--- src/rtl/reg_bank8_writer_pkg.sv ---
// Shared constants and state encoding for the 8-entry register bank write side.
// Pure definitions: no latency, no flow control.
package reg_bank8_writer_pkg;

   localparam int NUM_ENTRIES = 8;
   localparam int ADDR_W      = 3;

   typedef enum logic {
      IDLE  = 1'b0,
      CLEAR = 1'b1
   } state_t;

   // Mask that removes the hardwired-zero top entry from a write enable vector.
   function automatic logic [NUM_ENTRIES-1:0] keep_mask(input bit zero_last);
      logic [NUM_ENTRIES-1:0] m;
      m = '1;
      if (zero_last) m[NUM_ENTRIES-1] = 1'b0;
      return m;
   endfunction

endpackage

--- src/rtl/reg_bank8_writer_if.sv ---
// Write/clear handshake and flattened entry view of the register bank.
// Master drives requests; slave returns ready, busy, write strobe and entry contents.
interface reg_bank8_writer_if
   import reg_bank8_writer_pkg::*;
#(
   parameter int WIDTH = 64
);

   logic                         wr_valid;
   logic                         wr_ready;
   logic [ADDR_W-1:0]            wr_addr;
   logic [WIDTH-1:0]             wr_data;
   logic                         clr_req;
   logic                         busy;
   logic [NUM_ENTRIES-1:0]       wr_onehot;
   logic [NUM_ENTRIES*WIDTH-1:0] regs_flat;

   modport master (
      output wr_valid, wr_addr, wr_data, clr_req,
      input  wr_ready, busy, wr_onehot, regs_flat
   );

   modport slave (
      input  wr_valid, wr_addr, wr_data, clr_req,
      output wr_ready, busy, wr_onehot, regs_flat
   );

endinterface

--- src/rtl/reg_bank8_writer_decoder3_8.sv ---
// 3-to-8 one-hot decoder with enable; mirror of the read-side 8:1 mux tree.
// Combinational, zero latency, no flow control.
module decoder3_8
   import reg_bank8_writer_pkg::*;
(
   input  logic                   en,
   input  logic [ADDR_W-1:0]      addr,
   output logic [NUM_ENTRIES-1:0] onehot
);

   always_comb begin
      onehot = '0;
      if (en) onehot[addr] = 1'b1;
   end

endmodule

--- src/rtl/reg_bank8_writer.sv ---
// 8-entry register bank write side with a one-entry-per-cycle clear sweep.
// Writes land 1 cycle after handshake; wr_ready is low during a sweep and whenever clr_req is high.
module reg_bank8_writer
   import reg_bank8_writer_pkg::*;
#(
   parameter int WIDTH     = 64,
   parameter bit ZERO_LAST = 1'b1
)
(
   input logic               clk,
   input logic               reset,
   reg_bank8_writer_if.slave bus
);

   state_t                       state;
   state_t                       state_nxt;
   logic [ADDR_W-1:0]            cnt;
   logic [ADDR_W-1:0]            cnt_nxt;
   logic                         wr_ready;
   logic                         wr_fire;
   logic [NUM_ENTRIES-1:0]       dec_oh;
   logic [NUM_ENTRIES-1:0]       wr_en;
   logic [NUM_ENTRIES-1:0]       onehot_q;
   logic [NUM_ENTRIES*WIDTH-1:0] flat;

   // Clear has priority over a simultaneous write by gating ready.
   assign wr_ready = (state == IDLE) && !bus.clr_req;
   assign wr_fire  = bus.wr_valid && wr_ready;

   decoder3_8 u_dec (
      .en     (wr_fire),
      .addr   (bus.wr_addr),
      .onehot (dec_oh)
   );

   // A write to a hardwired-zero entry still completes the handshake but strobes nothing.
   assign wr_en = dec_oh & keep_mask(ZERO_LAST);

   always_ff @(posedge clk) begin
      if (reset) begin
         state    <= IDLE;
         cnt      <= '0;
         onehot_q <= '0;
      end else begin
         state    <= state_nxt;
         cnt      <= cnt_nxt;
         onehot_q <= wr_en;
      end
   end

   always_comb begin
      state_nxt = state;
      cnt_nxt   = cnt;
      case (state)
         IDLE: begin
            cnt_nxt = '0;
            if (bus.clr_req) state_nxt = CLEAR;
         end
         CLEAR: begin
            // The 3-bit wrap 7->0 coincides with the return to IDLE.
            cnt_nxt = cnt + 1'b1;
            if (cnt == ADDR_W'(NUM_ENTRIES - 1)) state_nxt = IDLE;
         end
         default: begin
            state_nxt = IDLE;
            cnt_nxt   = '0;
         end
      endcase
   end

   for (genvar i = 0; i < NUM_ENTRIES; i++) begin : g_ent
      if (ZERO_LAST && (i == NUM_ENTRIES - 1)) begin : g_zero
         assign flat[i*WIDTH +: WIDTH] = '0;
      end else begin : g_reg
         logic [WIDTH-1:0] q;
         logic             clr_hit;

         assign clr_hit = (state == CLEAR) && (cnt == ADDR_W'(i));

         always_ff @(posedge clk) begin
            if (reset || clr_hit) begin
               q <= '0;
            end else if (wr_en[i]) begin
               q <= bus.wr_data;
            end
         end

         assign flat[i*WIDTH +: WIDTH] = q;
      end
   end

   assign bus.wr_ready  = wr_ready;
   assign bus.busy      = (state == CLEAR);
   assign bus.wr_onehot = onehot_q;
   assign bus.regs_flat = flat;

endmodule
--- src/flat_wrapper.sv ---
// flat-port wrapper written by rule: the top's interface ports become plain ports
module reg_bank8_writer_flat import reg_bank8_writer_pkg::*;
#(
   parameter int WIDTH     = 64,
   parameter bit ZERO_LAST = 1'b1
)
  (clk, reset, bus_wr_valid, bus_wr_addr, bus_wr_data, bus_clr_req, bus_wr_ready, bus_busy, bus_wr_onehot, bus_regs_flat);
  reg_bank8_writer_if #(.WIDTH(WIDTH)) bus_i ();
  input logic clk;
  input logic reset;
  input wire logic [$bits(bus_i.wr_valid)-1:0] bus_wr_valid;
  input wire logic [$bits(bus_i.wr_addr)-1:0] bus_wr_addr;
  input wire logic [$bits(bus_i.wr_data)-1:0] bus_wr_data;
  input wire logic [$bits(bus_i.clr_req)-1:0] bus_clr_req;
  output wire logic [$bits(bus_i.wr_ready)-1:0] bus_wr_ready;
  output wire logic [$bits(bus_i.busy)-1:0] bus_busy;
  output wire logic [$bits(bus_i.wr_onehot)-1:0] bus_wr_onehot;
  output wire logic [$bits(bus_i.regs_flat)-1:0] bus_regs_flat;
  assign bus_i.wr_valid = bus_wr_valid;
  assign bus_i.wr_addr = bus_wr_addr;
  assign bus_i.wr_data = bus_wr_data;
  assign bus_i.clr_req = bus_clr_req;
  assign bus_wr_ready = bus_i.wr_ready;
  assign bus_busy = bus_i.busy;
  assign bus_wr_onehot = bus_i.wr_onehot;
  assign bus_regs_flat = bus_i.regs_flat;
  reg_bank8_writer #(.WIDTH(WIDTH), .ZERO_LAST(ZERO_LAST)) u_core (.clk(clk), .reset(reset), .bus(bus_i));
endmodule
--- config.mk ---
export PLATFORM = sky130hd
export DESIGN_NAME = reg_bank8_writer_flat
export DESIGN_NICKNAME = d
export VERILOG_FILES = /design/src/rtl/reg_bank8_writer_pkg.sv /design/src/rtl/reg_bank8_writer_if.sv /design/src/rtl/reg_bank8_writer_decoder3_8.sv /design/src/rtl/reg_bank8_writer.sv /design/src/flat_wrapper.sv
export SDC_FILE = /design/constraint.sdc
export NUM_CORES = 1
export LEC_CHECK = 0
export CAP_MARGIN = 20
export CORE_AREA = 8 8 225 227
export DETAILED_ROUTE_END_ITERATION = 16
export DIE_AREA = 0 0 233 235
export GPL_ROUTABILITY_DRIVEN = 0
export PLACE_DENSITY = 0.72
export SYNTH_ARGS = -nofsm -noshare
export SYNTH_HDL_FRONTEND = slang
export SYNTH_HIERARCHICAL = 1
export SYNTH_SLANG_ARGS = --single-unit
--- constraint.sdc ---
create_clock -name clk -period 1.7 [get_ports clk]
set_input_delay 0.255 -clock clk [delete_from_list [all_inputs] [get_ports clk]]
set_output_delay 0.255 -clock clk [all_outputs]
set_load 0.02 [all_outputs]
== After elaboration in Yosys (flattened, before gate mapping) ==
Cells that the tools add are included.
Storage, ports and cells
  register bits after elaboration: 460
  bits in latches: 0
  bits in writable memories: 0
  bits in read-only memories: 0
  input port bits: 71
  output and inout port bits: 522
  memories: 0
Cells by class
  add/sub/neg operators: 1
  $mul: 0
  div/mod/pow operators: 0
  order comparisons: 2
  equal/unequal tests: 7
  shift-type cells: 0
  multiplexer cells: 7
  bitwise logic cells: 1
  reductions and logical operators: 19
Operator list (number)
  3-bit equality test, second input constant: 4
  1-bit logical AND: 10
  1-bit logical OR: 7
  7-bit two-way mux: 1
  3-bit by 2-bit equality test with 1-bit output, second input constant: 2
  3-bit one-hot mux with 2 select lines: 1
  3-bit by 4-bit < comparator with 1-bit output, second input constant: 1
  3-bit by 1-bit adder with 3-bit output, second input constant: 1
  1-bit demux with 3-bit select: 1
  3-bit by 1-bit equality test with 1-bit output, second input constant: 1
  3-bit by 1-bit greater-or-equal comparator with 1-bit output, second input constant: 1
  3-bit logical NOT: 1
  1-bit two-way mux: 3
  1-bit one-hot mux with 2 select lines: 1
  1-bit logical NOT: 1
  1-bit NOT: 1

== Longest topological paths before layout ==
  depth in word-level cells: 5
  mapped depth: 8
  mapped depth without buffers: 5

== Hierarchy ==
The synthesis kept the hierarchy.
By module, submodules not included
  reg_bank8_writer: instances 1, cells an instance 1574, area an instance 18296.3 um^2
  decoder3_8: instances 1, cells an instance 8, area an instance 96.3 um^2

== Worst setup path after synthesis ==
Ideal clock, no wire load.
  path type: reg2reg
  start: register u_core.state (netlist: u_core/bus.busy)
  end: register u_core.g_ent[0].g_reg.q[0]
  arrival: 2094 ps
  required time: 1575 ps
  slack: -518 ps
  cell stages (with the launch flop): 9
  period minus slack after synthesis: 2218 ps
  cell sequence: dfxtp_1 -> buf_6 -> nor2_1 -> and2_1 -> nor4b_2 -> buf_6 -> buf_2 -> mux2i_1 -> nor3_2
Between the ends
  longest elaborated chain between the ends: 4
RTL lines
  from (decl): line reg_bank8_writer.sv:15  | state_t state;
  from (signal assigned): line reg_bank8_writer.sv:45  | state <= state_nxt;
  1-bit NOT
  1-bit logical AND: line reg_bank8_writer.sv:27  | assign wr_ready = (state == IDLE) && !bus.clr_req;
  named net bus_wr_ready: line flat_wrapper.sv:15  | output wire logic [$bits(bus_i.wr_ready)-1:0] bus_wr_ready;
  1-bit logical AND: line reg_bank8_writer.sv:28  | assign wr_fire = bus.wr_valid && wr_ready;
  named net u_core.wr_fire: line reg_bank8_writer.sv:20  | logic wr_fire;
  7-bit two-way mux: line reg_bank8_writer_decoder3_8.sv:13  | if (en) onehot[addr] = 1'b1;
  named net u_core.dec_oh[0]: line reg_bank8_writer.sv:21  | logic [NUM_ENTRIES-1:0] dec_oh;
  to (signal assigned): line reg_bank8_writer.sv:84  | q <= bus.wr_data;
  to (decl): line reg_bank8_writer.sv:75  | logic [WIDTH-1:0] q;
The timed path passes the listed nets, and every way through them passes these cells.
A chain may end at the register's enable or synchronous reset.

== Worst setup path in the final report ==
  start: register u_core.state (netlist: u_core/bus.busy)
  end: register u_core.g_ent[1].g_reg.q[17]
Between the ends
  longest elaborated chain between the ends: 4
RTL lines (line)
  1-bit NOT
  1-bit logical AND: reg_bank8_writer.sv:27
  1-bit logical AND: reg_bank8_writer.sv:28
  named net u_core.wr_fire: reg_bank8_writer.sv:20
  7-bit two-way mux: reg_bank8_writer_decoder3_8.sv:13
  named net u_core.dec_oh[1]: reg_bank8_writer.sv:21
  to (signal assigned): reg_bank8_writer.sv:84
  to (decl): reg_bank8_writer.sv:75
The timed path passes the listed nets, and every way through them passes these cells.

==> results.py <==
metrics = {
    "worst_setup_path": {
        "end_kind": "register",
        "depth_of_the_worst_register_to_register_path": 8,
        "crit_path_start_kind": "register",
        "ff2ff_setup_slack_ps": -170,
        "required_ps": 2130,
        "worstPathMaxFanout": 7,
        "critical_path_class": "reg -> reg",
        "setup.worst_path.start": "u_core/bus.busy$_SDFF_PP0_",
        "critical_path.reg2reg.startpoint": "u_core/bus.busy$_SDFF_PP0_",
        "arrival_ps": 2290,
        "r2r-end": "u_core/g_ent[1].g_reg.q[17]$_SDFFE_PP0P_",
        "cp-endpoint": "u_core/g_ent[1].g_reg.q[17]$_SDFFE_PP0P_",
    },
    "clock_tree": {
        "ctsLongestPathBuffers": 3,
        "root_driver": "sky130_fd_sc_hd__clkbuf_16",
        "cts_hold_buf": 0,
        "worst_skew_pair.late_latency_ps": 580,
        "clock_sink_count": 459,
        "htree_levels": 2,
        "cts.clk_slew.worst_paths_ps": 60,
        "tritoncts_clock_tree": "done",
        "numCtsBuffers": 49,
    },
    "cells_and_area": {
        "nNetsFinal": 2205,
        "multi_input_comb_area_mm2": 0.008507,
        "stdcell_count": 2780,
        "filler_cell_count": 4120,
        "drive_gt1_share_pct": 20.91,
        "layout.area.seq_mm2": 0.009193,
        "flow.area_growth_from_synthesis_pct": 43.83,
    },
    "floorplan": {
        "design.die.area_mm2": 0.05476,
        "dieHeight_um": 235,
        "top_level_ports": 593,
        "placementRows": 80,
        "placeableCoreArea_mm2": 0.04715,
        "die_x_um": 233,
        "starting_density_of_the_core_pct": 38.99,
    },
    "timing": {
        "holdWs_ps": 177.8,
        "finalCritPeriodShare_pct": 109.7,
        "fmax_ghz": 0.5361,
        "slew_headroom_pct": 26.36,
        "tns_ps": -19080,
        "rsz0062_at_grt": "yes",
        "final-max-slew-violation-count": 0,
        "timing.final.ws_setup_ps": -165.5,
        "period_needed_ps": 1865,
        "fin_skew_ps": 17.04,
        "worst_pin_slew_ps": 1105,
        "number_of_setup_violations_in_the_final_report": 365,
        "finalHoldViolations": 0,
    },
    "placed_design": {
        "detailedPlacementHpwl_mm": 42.65,
        "dp_slack_ps": -427.4,
        "dpl.cell_count": 2643,
        "port-buffer-count": 527,
    },
    "power": {
        "pwrdens_mw_per_mm2": 879.8,
        "peakVddDrop_mv": 0.9356,
        "leakagePower_uw": 0.01129,
        "power.net_switching_uw": 5556,
        "p_seq_share_pct": 46.9,
        "switching_share_pct": 23.88,
        "cell_internal_pwr_uw": 17710,
        "share_of_power_burned_in_combinational_logic_pct": 7.5,
        "clock_power_share_pct": 45.5,
    },
    "logic_synthesis": {
        "synth_area_per_cell_um2": 11.63,
        "synthesis.instances": 1581,
        "synth.yosys.warnings": 6,
        "syn-cell-area_mm2": 0.01838,
    },
    "worst_hold_path": {
        "min-delay-path-class": "in -> reg",
        "hold-path-cell-count": 3,
    },
    "grt": {
        "grt_first_pass_wirelength_mm": 89.51,
        "grt_util_all_layers_pct": 21.25,
        "first_global_vias": 13380,
        "global_route.overflow_total": 0,
        "antenna_found_initial": 3,
        "maximum_number_of_pins_on_one_net_before_global_route_repair": 72,
    },
    "drt": {
        "wirelength_mm": 67.47,
        "drtAntennaViolNets": 0,
        "vias_per_cell": 4.929,
        "dr_drc_count": 0,
        "vias": 13700,
        "wl_per_cell_um": 24.27,
        "drt_pre_antenna_iters": 5,
        "drt-initial-drc-count": 813,
    },
    "run_status": {
        "violations_in_the_final_reports": "setup timing",
        "status": "finished, violations left",
    },
    "job": {
        "max_cap_viol_count": 0,
    },
}
[per-layer routing]
metal  vias up  share of wire (%)  global-route usage, %
met5         -                  0                      0
met1      6700                 40                  25.30
met3       104                8.9                  7.218
li1       6382                  -                      -
met4         0                2.8                  6.788
met2       518                 49                  35.55
[power groups by stage]
stage / clock network, µW / logic [µW] / registers [µW]
global route: 11200 / 1830 / 10900
global placement: 0 / 1640 / 11100
CTS: 10800 / 1610 / 10900
finish: 10600 / 1760 / 10900
floorplan: 0 / 957 / 11300
detailed placement: 0 / 1650 / 11200
[worst min-delay path by stage]
| stage | startpoint | to | slack (ps) |
|---|---|---|---|
| 2_1_floorplan | bus_wr_data[0] | u_core/g_ent[3].g_reg.q[0]$_SDFFE_PP0P_ | 400 |
| 3_3_place_gp | u_core/cnt[0]$_SDFF_PP0_ | u_core/cnt[0]$_SDFF_PP0_ | 450 |
| 3_5_place_dp | u_core/cnt[0]$_SDFF_PP0_ | u_core/cnt[0]$_SDFF_PP0_ | 460 |
| 4_1_cts | reset | u_core/g_ent[2].g_reg.q[13]$_SDFFE_PP0P_ | 150 |
| 5_1_grt | reset | u_core/g_ent[2].g_reg.q[13]$_SDFFE_PP0P_ | 180 |
| 6_report | reset | u_core/g_ent[2].g_reg.q[13]$_SDFFE_PP0P_ | 180 |
[layout make-up]
type | count | area share, %
Sequential cell | 459 | 34.77
Multi-Input combinational cell | 995 | 32.17
Timing Repair Buffer | 619 | 24.07
Clock buffer | 73 | 5.437
Tap cell | 615 | 2.910
Clock inverter | 12 | 0.5537
Inverter | 4 | 0.05679
Antenna cell | 3 | 0.02839
[critical path, cell delays in order (launching register included)]
cell,delay (ps)
sky130_fd_sc_hd__dfxtp_2,330
sky130_fd_sc_hd__nor2_4,80
sky130_fd_sc_hd__and2_4,200
sky130_fd_sc_hd__buf_6,110
sky130_fd_sc_hd__and4bb_4,340
sky130_fd_sc_hd__buf_12,170
sky130_fd_sc_hd__buf_16,170
sky130_fd_sc_hd__mux2i_4,250
sky130_fd_sc_hd__nor3_2,50
[layout by cell type (no fill, tap or decap), drive strengths merged]
master	count
buf	80
bufinv	3
nor3	192
a31o	3
dlygate4sd2	454
and4b	3
nor4b	1
conb	65
and3b	3
clkdlybuf4s50	69
a21o	1
inv	4
diode	3
a211oi	1
and4bb	3
mux2i	448
clkbuf	89
ha	6
nand2b	1
dfxtp	459
and2	1
nor2b	7
clkinv	9
nor2	260
[registers in the layout, indices dropped and copies added, names as in the netlist]
signal,count
u_core/g_ent.g_reg.q,448
u_core/bus.busy,1
u_core/cnt,3
u_core/bus.wr_onehot,7
[what timing repair did]
| item | CTS | global route |
|---|---|---|
| setup buffers | 6 | 17 |
| endpoints found under the setup margin | 693 | 436 |
| gates resized for setup | 479 | 160 |
| pin swaps | 59 | 7 |
| cloned | 3 | 26 |
[per-stage QoR]
step                      power (µW)  util, %  cell area [µm²]
after floorplan                12230        -            19040
after global placement         12790    50.43            23780
after detailed placement       12800    50.43            23780
after CTS                      23300    52.98            24980
after global routing           23960    56.08            26440
final                          23260    56.08            26440
Power figures use the tool's default switching activity.
